### config.mk
export PLATFORM = sky130hd
export DESIGN_NAME = tcp_chan_arbiter
export DESIGN_NICKNAME = d
export VERILOG_FILES = /design/src/rtl/tcp_chan_arbiter_pkg.sv /design/src/rtl/tcp_chan_arbiter_rr_select.sv /design/src/rtl/tcp_chan_arbiter.sv
export SDC_FILE = /design/constraint.sdc
export NUM_CORES = 1
export LEC_CHECK = 0
export ABC_AREA = 1
export CAP_MARGIN = 25
export CORE_AREA = 8 8 96 98
export DETAILED_ROUTE_END_ITERATION = 10
export DIE_AREA = 0 0 104 106
export PLACE_DENSITY = 0.92
export SLEW_MARGIN = 10
export SYNTH_ARGS = -nofsm -noshare
export SYNTH_HDL_FRONTEND = slang
export SYNTH_SLANG_ARGS = --single-unit
### constraint.sdc
create_clock -name clk -period 4.4 [get_ports clk]
set_clock_uncertainty 0.15 [all_clocks]
set_input_delay 1.1 -clock clk [delete_from_list [all_inputs] [get_ports clk]]
set_output_delay 1.1 -clock clk [all_outputs]
set_load 0.01 [all_outputs]
### src/rtl/tcp_chan_arbiter_pkg.sv
// Shared state encoding and round-robin index helpers for the TCP channel arbiter
// and the reusable rr_select search block.
package tcp_chan_arbiter_pkg;

    localparam int DEFAULT_DATA_WIDTH = 32;

    typedef enum logic [0:0] {
        IDLE = 1'b0,
        LOCK = 1'b1
    } arb_state_t;

    // Explicit compare-and-subtract wrap so channel counts that are not powers of two work.
    function automatic int unsigned wrap_add(input int unsigned base,
                                             input int unsigned offset,
                                             input int unsigned count);
        int unsigned sum;
        sum = base + offset;
        if (sum >= count) begin
            return sum - count;
        end else begin
            return sum;
        end
    endfunction

    function automatic int unsigned next_rr(input int unsigned idx, input int unsigned count);
        return wrap_add(idx, 32'd1, count);
    endfunction

endpackage

### src/rtl/tcp_chan_arbiter_rr_select.sv
// rr_select: combinational search for the first set request bit at or after ptr,
// wrapping at NUM_CH. Returns the winner as one-hot and as an index, plus an any flag.
module rr_select
    import tcp_chan_arbiter_pkg::*;
#(
    parameter int NUM_CH    = 4,
    parameter int IDX_WIDTH = 2
) (
    input  logic [NUM_CH-1:0]    req,
    input  logic [IDX_WIDTH-1:0] ptr,
    output logic [NUM_CH-1:0]    onehot,
    output logic [IDX_WIDTH-1:0] idx,
    output logic                 any
);

    // Walk positions ptr, ptr+1, ... and latch the first requester found
    always_comb begin
        int unsigned pos;
        logic        hit;
        onehot = {NUM_CH{1'b0}};
        idx    = {IDX_WIDTH{1'b0}};
        any    = 1'b0;
        pos    = 32'd0;
        hit    = 1'b0;
        for (int k = 0; k < NUM_CH; k++) begin
            pos = wrap_add(32'(ptr), 32'(k), 32'(NUM_CH));
            for (int i = 0; i < NUM_CH; i++) begin
                hit       = !any && (pos == 32'(i)) && req[i];
                onehot[i] = onehot[i] | hit;
                idx       = hit ? IDX_WIDTH'(i) : idx;
                any       = any | hit;
            end
        end
    end

endmodule

### src/rtl/tcp_chan_arbiter.sv
// tcp_chan_arbiter: packet-granular round-robin mux of NUM_CH requesters onto one TCP
// bridge, plus a return-path demux. Optional stall watchdog: TCP_CHAN_ARBITER_TIMEOUT_EN.
module tcp_chan_arbiter
    import tcp_chan_arbiter_pkg::*;
#(
    parameter int NUM_CH         = 4,
    parameter int DATA_WIDTH     = DEFAULT_DATA_WIDTH,
    parameter int DEST_WIDTH     = 2,
    parameter int TIMEOUT_CYCLES = 256
) (
    input  logic                         clk,
    input  logic                         rst,
    input  logic [NUM_CH-1:0]            s_valid,
    output logic [NUM_CH-1:0]            s_ready,
    input  logic [NUM_CH*DATA_WIDTH-1:0] s_data,
    input  logic [NUM_CH-1:0]            s_last,
    output logic                         m_valid,
    input  logic                         m_ready,
    output logic [DATA_WIDTH-1:0]        m_data,
    output logic                         m_last,
    output logic [DEST_WIDTH-1:0]        m_dest,
    input  logic                         r_valid,
    output logic                         r_ready,
    input  logic [DATA_WIDTH-1:0]        r_data,
    input  logic [DEST_WIDTH-1:0]        r_dest,
    output logic [NUM_CH-1:0]            o_valid,
    input  logic [NUM_CH-1:0]            o_ready,
    output logic [DATA_WIDTH-1:0]        o_data,
    output logic                         busy,
    output logic                         timeout_pulse
);

    arb_state_t              state_r, next_state_s;
    logic [DEST_WIDTH-1:0]   grant_r, rr_ptr_r, sel_idx_s;
    logic [NUM_CH-1:0]       grant_oh_r, sel_oh_s;
    logic                    sel_any_s;
    logic                    g_valid_s, g_last_s;
    logic [DATA_WIDTH-1:0]   g_data_s;
    logic                    release_s, timeout_fire_s;

    rr_select #(
        .NUM_CH    (NUM_CH),
        .IDX_WIDTH (DEST_WIDTH)
    ) u_rr_select (
        .req    (s_valid),
        .ptr    (rr_ptr_r),
        .onehot (sel_oh_s),
        .idx    (sel_idx_s),
        .any    (sel_any_s)
    );

    // Mux the granted channel's beat out of the packed request buses
    always_comb begin
        logic sel;
        g_valid_s = 1'b0;
        g_last_s  = 1'b0;
        g_data_s  = {DATA_WIDTH{1'b0}};
        sel       = 1'b0;
        for (int i = 0; i < NUM_CH; i++) begin
            sel       = (grant_r == DEST_WIDTH'(i));
            g_valid_s = g_valid_s | (sel & s_valid[i]);
            g_last_s  = g_last_s | (sel & s_last[i]);
            g_data_s  = sel ? s_data[i*DATA_WIDTH +: DATA_WIDTH] : g_data_s;
        end
    end

    assign release_s = ((state_r == LOCK) && g_valid_s && m_ready && g_last_s) || timeout_fire_s;

    // State, grant and round-robin pointer registers
    always_ff @(posedge clk or posedge rst) begin
        if (rst) begin
            state_r    <= IDLE;
            grant_r    <= {DEST_WIDTH{1'b0}};
            grant_oh_r <= {NUM_CH{1'b0}};
            rr_ptr_r   <= {DEST_WIDTH{1'b0}};
        end else begin
            state_r <= next_state_s;
            if ((state_r == IDLE) && sel_any_s) begin
                grant_r    <= sel_idx_s;
                grant_oh_r <= sel_oh_s;
            end else begin
                grant_r    <= grant_r;
                grant_oh_r <= grant_oh_r;
            end
            if (release_s) begin
                rr_ptr_r <= DEST_WIDTH'(next_rr(32'(grant_r), 32'(NUM_CH)));
            end else begin
                rr_ptr_r <= rr_ptr_r;
            end
        end
    end

    // Next-state: one IDLE cycle per arbitration, hold LOCK until release
    always_comb begin
        next_state_s = state_r;
        case (state_r)
            IDLE:    next_state_s = sel_any_s ? LOCK : IDLE;
            LOCK:    next_state_s = release_s ? IDLE : LOCK;
            default: next_state_s = IDLE;
        endcase
    end

    // Transmit outputs: combinational pass-through of the granted channel while locked
    always_comb begin
        m_valid = 1'b0;
        m_last  = 1'b0;
        s_ready = {NUM_CH{1'b0}};
        busy    = 1'b0;
        if (state_r == LOCK) begin
            m_valid = g_valid_s;
            m_last  = g_last_s;
            s_ready = m_ready ? grant_oh_r : {NUM_CH{1'b0}};
            busy    = 1'b1;
        end else begin
            m_valid = 1'b0;
        end
    end

    assign m_data = g_data_s;
    assign m_dest = grant_r;

    // Return demux; out-of-range destinations are swallowed with r_ready high
    always_comb begin
        logic dest_ok;
        logic hit;
        logic sel_ready;
        dest_ok   = (32'(r_dest) < 32'(NUM_CH));
        hit       = 1'b0;
        sel_ready = 1'b0;
        o_valid   = {NUM_CH{1'b0}};
        for (int i = 0; i < NUM_CH; i++) begin
            hit        = dest_ok && (r_dest == DEST_WIDTH'(i));
            o_valid[i] = hit & r_valid & !rst;
            sel_ready  = hit ? o_ready[i] : sel_ready;
        end
        if (rst) begin
            r_ready = 1'b0;
        end else begin
            r_ready = dest_ok ? sel_ready : 1'b1;
        end
    end

    assign o_data = r_data;

`ifdef TCP_CHAN_ARBITER_TIMEOUT_EN
    localparam int CNT_W = (TIMEOUT_CYCLES > 2) ? $clog2(TIMEOUT_CYCLES) : 1;

    logic [CNT_W-1:0] stall_cnt_r;
    logic             timeout_pulse_r;

    // The limit is hit on the stalled cycle that would bring the count to TIMEOUT_CYCLES
    assign timeout_fire_s = (state_r == LOCK) && !g_valid_s &&
                            (stall_cnt_r == CNT_W'(TIMEOUT_CYCLES - 1));

    // Stall counter and one-cycle timeout pulse
    always_ff @(posedge clk or posedge rst) begin
        if (rst) begin
            stall_cnt_r     <= {CNT_W{1'b0}};
            timeout_pulse_r <= 1'b0;
        end else begin
            timeout_pulse_r <= timeout_fire_s;
            if ((state_r != LOCK) || timeout_fire_s || (g_valid_s && m_ready)) begin
                stall_cnt_r <= {CNT_W{1'b0}};
            end else if (!g_valid_s) begin
                stall_cnt_r <= stall_cnt_r + CNT_W'(1);
            end else begin
                stall_cnt_r <= stall_cnt_r;
            end
        end
    end

    assign timeout_pulse = timeout_pulse_r;
`else
    assign timeout_fire_s = 1'b0;
    assign timeout_pulse  = 1'b0;
`endif

endmodule

* After elaboration in Yosys (flattened, before gate mapping)
Index checks and enable logic that the tools add are counted.
** Operators by class
- Bitwise operators :: 50
- Multiplexer cells :: 37
- Equal/unequal tests :: 18
- Reduce and logical (&&, ||, !) cells :: 57
- Add/subtract/negate cells :: 9
- Order comparisons :: 5
** Operator list (count)
- $eq A32 B2 Y1 const B :: 8
- $mux W32 :: 8
- $eq A32 B1 Y1 const B :: 4
- $logic_not A32 Y1 :: 4
- $ge A32 B3 Y1 const B :: 3
- $sub A32 B3 Y32 const B :: 3
- $logic_and A1 B1 Y1 :: 35
- $or A1 B1 Y1 :: 33
- $mux W2 :: 15
- $and A1 B1 Y1 :: 16
- $logic_not A1 Y1 :: 16
- $mux W1 :: 11
- $eq A2 B2 Y1 const B :: 4
- $mux W4 :: 2
- $add A2 B1 Y3 const B :: 2
- $add A2 B2 Y3 const B :: 2
- $eq A2 B1 Y1 const B :: 2
- $logic_not A2 Y1 :: 2
- $sub A2 B3 Y4 const B :: 1
- $ge A2 B3 Y1 const B :: 1
- $ge A3 B3 Y1 const B :: 1
- $pmux W1 S2 :: 1
- $sub A2 B1 Y2 const B :: 1
- $not A1 Y1 :: 1
** Storage, ports and cells
- Input bits :: 178
- Output and inout port bits :: 79
- Word-level logic and storage cells :: 180
- Register bits after elaboration :: 9

* Depth between registers and ports, before layout
Gate-level depths: netlist (run 1).
- Depth in word-level cells :: 66
- Depth in mapped cells :: 14
- Mapped depth without buffers :: 14

* Hierarchy
From an unflattened synthesis (run 1), not the netlist that was laid out.
** Second synthesis, totals
- Cell total of the unflattened synthesis :: 445
- Area total of the unflattened synthesis :: 2372.3 um2
** By module, submodules not included
- tcp_chan_arbiter :: area each 1991.9 um2, instances 1, cells an instance 371, seq. area each 225.2 um2
- rr_select :: area each 380.4 um2, instances 1, cells an instance 74, seq. area each 0.0 um2

* Worst setup path before layout (run 1)
OpenSTA, ideal clock, no wires.
- Kind :: input-to-output
- Start point :: input port rst
- End point :: output port r_ready
- Stages on the path :: 3
- Buffers on the path :: 0
- Slack :: 1.320 ns
- Required time :: 3.150 ns
- Data arrival time :: 1.830 ns
- Cells stage by stage :: inv_1 -> o21ai_0 -> nor4_1
** On the way
- Word-level cells in the longest chain between the ends :: 1
** RTL lines
- start: declaration :: RTL line tcp_chan_arbiter.sv:12 : input logic rst,
- $mux W1 :: RTL line tcp_chan_arbiter.sv:136 : if (rst) begin
- end: declaration :: RTL line tcp_chan_arbiter.sv:23 : output logic r_ready,
Every way passes these cells.

* Worst setup path after layout (run 1)
- Start point :: input port s_valid[1]
- End point :: output port m_valid
** On the way
- Word-level cells in the longest chain between the ends :: 5
** RTL lines
- start: declaration :: RTL line tcp_chan_arbiter.sv:13 : input logic [NUM_CH-1:0] s_valid,
- $and A1 B1 Y1 :: RTL line tcp_chan_arbiter.sv:61 : g_valid_s = g_valid_s | (sel & s_valid[i]);
- $or A1 B1 Y1 (3 in a row) :: RTL line tcp_chan_arbiter.sv:61
- $mux W1 :: RTL line tcp_chan_arbiter.sv:109 : if (state_r == LOCK) begin
- end: declaration :: RTL line tcp_chan_arbiter.sv:17 : output logic m_valid,
Every way passes these cells.

==> impl_metrics.tcl, run 1 <==
set metrics [dict create \
    status "completed" \
    cp-end-kind "output pin" \
    ir_drop_v 0.000274 \
    ff2ff_setup_slack_ns 2.28 \
    cp_max_fo 6 \
    syn2layout_area_growth_pct 82.7 \
    synth-seq-area-share_pct 10.1 \
    maxSlewViolCount 0 \
    syn-num-nets 615 \
    grt_pass1_vias 3499 \
    vias 3265 \
    yosysWarnings 0 \
    critPathSlowestCell "clkdlybuf4s50_1" \
    fin_tns_setup_ns 0 \
    path_clk_slew_ns 0.04 \
    synth_seq_cells 9 \
    wl_per_cell_um 15.8 \
    hold_class "reg -> reg" \
    top_layer "met4" \
    place.port_buffers 191 \
    setup_violations 0 \
    crit_chain "clkdlybuf4s50_1, inv_1, o22ai_1, a221oi_1, nor2_1, clkdlybuf4s50_1" \
    start_util_pct 28.5 \
    crit_arrival_ns 2.80 \
    antenna_cells 0 \
    grt_overflow_total 0 \
    cts_made_buffers 3 \
    hold_buffers 0 \
    fp.dieW_um 104 \
    io_pins 257 \
    multiInputGateArea_mm2 0.00155 \
    synth_cells 433 \
    clk_path_buf_depth 2 \
    insertion_delay_ns 0.23 \
    core_area_mm2 0.00785 \
    hpwl_um 9130 \
    wl_met1_um 4120 \
    finalCritPeriodShare_pct 92.0 \
    period_needed_ns 4.05 \
    synth_area_leaders "nand2_1 (28%), a21oi_1 (14%), buf_4 (11%)" \
    initialDrtViolationCount 141 \
    fmax_ghz 0.247 \
    postCtsSetupRepairBufs 0 \
    met2_length_um 5440 \
    n_fill_cell 754 \
    layout_commonest_cell "clkdlybuf4s50_1" \
    grt_pass1_wl_um 17300 \
    dieArea_mm2 0.0110 \
    leakage_nw 1.83 \
    route.detailed.drc 0 \
    place_area_mm2 0.00404 \
    crit_type "in -> out" \
    gp_congestion 0.876 \
    viasPerCell 4.73 \
    drv_cap 0 \
    die_h_um 106 \
    nets 768 \
    path_buf_inv 3 \
    antenna_found_initial 0 \
    cp.required_ns 3.15 \
    rsz0062_at_grt "no" \
    synth.largest_area_cell "nand2_1" \
    path_delay_family "buffers and inverters" \
    grt_max_degree 35 \
    cpPeakStageDelay_ns 0.58 \
    drive_above_1_share_pct 4.62 \
    finalHoldViolCount 0 \
    row_count 33 \
    place_ws_ns 0.365 \
    final_cell_mix "clkdlybuf4s50_1 (191), nand2_1 (165), a21oi_1 (63), nor2_1 (57), inv_1 (32)" \
    p_per_area_mw_per_mm2 550 \
    ant_nets 0 \
    setup_slack_ns 0.350 \
    post_cts_resize_count 0 \
    critical_path.most_common_cell "clkdlybuf4s50_1" \
    root_buffer "clkbuf_8" \
    dr.pass1.iters 4 \
    wl_um 10900 \
    synth_cell_types 28 \
    syn_area_mm2 0.00223 \
    wl_met3_um 989 \
    avgSynthCellArea_um2 5.16 \
    grt_usage_pct 18.7 \
    cts_sinks 9 \
    htree_levels 1 \
    final_area_mm2 0.00408 \
    tritoncts "built" \
    synth_top_area_share_pct 27.7 \
    regArea_um2 225 \
    critPathLaunchType "primary input" \
]
-- through the flow --
step	cells	hold slack [ns]	power (mW)	utilization [%]
2_1_floorplan	433	0.299	1.23	-
3_3_place_gp	686	0.313	2.13	51.4
3_5_place_dp	686	0.320	2.16	51.4
4_1_cts	690	0.332	2.27	52.0
5_1_grt	690	0.355	2.47	52.0
6_report	690	0.334	2.25	52.0
-- Yosys cell counts --
cell and instances:
ha_1 4, o21ai_0 3, nand4_4 3, nand2_2 2
a22o_1 1, clkbuf_1 18, nor2_4 3, nor4_1 1
nand2_1 165, nor2_1 58, o21ai_4 1, o22ai_1 1
buf_4 33, a221oi_1 3, a21oi_1 63, o211ai_1 1
o31ai_1 2, nor3_1 6, nand3_1 10, inv_2 1
buf_1 3, nor3_2 2, nand3b_1 1, clkinv_1 2
nand4_1 4, inv_1 32, dfrtp_1 9, conb_1 1
-- worst paths after layout --
path | cells after the start | to | from
min | 2 | grant_oh_r[2] | grant_oh_r[2]
max reg2reg | 8 | rr_ptr_r[1] | m_dest[0]
min reg2reg | 2 | grant_oh_r[2] | grant_oh_r[2]
max | 6 | m_valid | s_valid[1]
min in group asynchronous | 3 | grant_oh_r[3] | rst
max in group asynchronous | 3 | grant_oh_r[0] | rst
-- kinds of logic after synthesis --
group	count (synthesis)	synth area share, %
flops	9	10.1
fa+ha+maj	4	2.24
other cells	1	0.168
buf+inv	89	20.5
compound gates	75	18.4
simple gates	255	48.6
-- state kept, by name (all words and copies together) (netlist names) --
name / count
state_r: 1
rr_ptr_r: 2
m_dest: 2
grant_oh_r: 4
-- cell type report --
class | instances | share of cell area, %
Timing Repair Buffer | 202 | 48.9
Multi-Input combinational cell | 335 | 38.1
Sequential cell | 9 | 5.52
Inverter | 35 | 3.22
Tap cell | 105 | 3.22
Clock buffer | 4 | 1.10
-- power by group --
group	internal, mW	switching [mW]
registers	0.117	0.0401
clock network	0.0630	0.0320
logic	0.938	1.05
-- tightest hold or removal path, stage by stage (launching register included) --
cell and delay [ns]:
dfrtp_1 0.34, nand2_1 0.06, nand2_1 0.05
-- layer usage --
metal	vias to the layer above	GRT usage, %
met5	-	0
met4	0	7.34
met3	37	5.69
met2	171	34.3
met1	1415	19.7
li1	1642	-
Note: power is estimated with default switching activity, not from simulation.
==> inputs of run 2 (changes only) <==
CORE_AREA = 8 8 92 102   (was 8 8 96 98)
DIE_AREA = 0 0 100 110   (was 0 0 104 106)
==> run 2 against run 1 <==
Compared with the run above: non-clock buffer count fell by 1; total power rose by 1.3%; die area fell by 0.22%; sequential share of layout area barely moved; global-route usage fell by 0.29 points.
==> impl_metrics.tcl, run 2 (synthesis gave the netlist of run 1 again) <==
set metrics [dict create \
    initialDrtViolationCount 169 \
    place_ws_ns 0.374 \
    cp.required_ns 3.15 \
    n_fill_cell 756 \
    crit_type "in -> out" \
    fmax_ghz 0.246 \
    hold_buffers 0 \
    nets 767 \
    setup_violations 0 \
    ff2ff_setup_slack_ns 2.21 \
    wl_um 11100 \
    rsz0062_at_grt "no" \
    drive_above_1_share_pct 4.45 \
    antenna_cells 0 \
    path_buf_inv 3 \
    clk_path_buf_depth 2 \
    fp.dieW_um 100 \
    syn2layout_area_growth_pct 82.5 \
    htree_levels 1 \
    insertion_delay_ns 0.23 \
    viasPerCell 4.81 \
    hpwl_um 9060 \
    grt_overflow_total 0 \
    critPathSlowestCell "clkdlybuf4s50_1" \
    ant_nets 0 \
    finalCritPeriodShare_pct 92.4 \
    period_needed_ns 4.06 \
    leakage_nw 1.83 \
    final_cell_mix "clkdlybuf4s50_1 (191), nand2_1 (165), a21oi_1 (63), nor2_1 (57), inv_1 (32)" \
    p_total_mw 2.28 \
    antenna_found_initial 0 \
    worstHoldPathCells 2 \
    status "completed" \
    drv_cap 0 \
    fin_tns_setup_ns 0 \
    largest_register_ffs 4 \
    crit_chain "clkdlybuf4s50_1, inv_1, o22ai_1, a221oi_1, nor2_1, clkdlybuf4s50_1" \
    critPathLaunchType "primary input" \
    grt_pass1_vias 3462 \
    dr.pass1.iters 4 \
    cp-end-kind "output pin" \
    place.port_buffers 191 \
    maxSlewViolCount 0 \
    crit_arrival_ns 2.81 \
    grt_usage_pct 18.4 \
    die_h_um 110 \
    holdCritStartpoint "grant_oh_r[3]" \
    grt_max_degree 35 \
    cts_sinks 9 \
    post_cts_resize_count 0 \
    wl_per_cell_um 16.0 \
    timing.rr.end "rr_ptr_r[0]" \
    hold_class "reg -> reg" \
    ir_drop_v 0.000251 \
    root_buffer "clkbuf_8" \
    dieArea_mm2 0.0110 \
    finalHoldViolCount 0 \
    cp_max_fo 6 \
    layout_commonest_cell "clkdlybuf4s50_1" \
    io_pins 257 \
    vias 3328 \
    hold_end "grant_oh_r[3]" \
    path_clk_slew_ns 0.04 \
    critical_path.most_common_cell "clkdlybuf4s50_1" \
    cts_made_buffers 3 \
    path_delay_family "buffers and inverters" \
    route.detailed.drc 0 \
    grt_pass1_wl_um 16600 \
    postCtsSetupRepairBufs 0 \
    tritoncts "built" \
    largest_register "grant_oh_r" \
    r2r-start "m_dest[1]" \
    worstSetupStartpoint "s_valid[1]" \
    gp_congestion 0.864 \
    core_area_mm2 0.00774 \
    start_util_pct 28.8 \
    final_util_pct 52.7 \
    cpPeakStageDelay_ns 0.51 \
    p_per_area_mw_per_mm2 558 \
    setup_slack_ns 0.336 \
    row_count 34 \
    r2r_cells 10 \
]
run 2: cell types whose count changed in the layout (fill, tap and decap cells not counted):
cell	delta
buf_4	-1
run 2: metal layers:
layer	share of wire (%)	track usage (%)	up-vias
li1	-	-	1637
met1	37	19.0	1478
met2	51	34.4	177
met3	9.9	5.84	36
met4	2.8	6.49	0
met5	0	0	-
run 2: layout make-up:
class                   count  area (um^2)  area share (%)
clock buffers               4         45.0            1.10
inverters                  35          131            3.22
multi-input cells         335         1550            38.1
flip-flops and latches      9          225            5.52
well taps                 108          135            3.31
repair buffers            201         1990            48.7
run 2: worst reg2reg max path, cell delays in order (launching register included):
cell,delay [ns]
dfrtp_1,0.43
inv_1,0.11
ha_1,0.18
buf_4,0.38
inv_1,0.08
o22ai_1,0.11
a221oi_1,0.08
nor2_1,0.16
nand3b_1,0.20
nand2_1,0.10
o21ai_0,0.09
run 2: worst max-delay path by stage:
stage               endpoint  slack (ns)  cells after the start
floorplan            r_ready        1.32                      3
global route         m_valid        0.29                      6
global placement     m_valid        0.40                      6
finish               m_valid        0.34                      6
detailed placement   m_valid        0.37                      6
CTS                  m_valid        0.37                      6
run 2: power by group:
part	leakage (nW)	total [mW]	switching, mW	internal, mW
combinational	1.69	2.02	1.08	0.940
sequential	0.110	0.158	0.0404	0.117
clock	0.0228	0.0974	0.0342	0.0633
total	1.83	2.28	1.15	1.12
run 2: through the flow:
stage / hold WS, ns / cell area, um^2 / std cells
global route: 0.348 / 4080 / 692
CTS: 0.329 / 4080 / 692
detailed placement: 0.317 / 4030 / 688
floorplan: 0.299 / 2230 / 433
global placement: 0.315 / 4030 / 688
finish: 0.331 / 4080 / 692
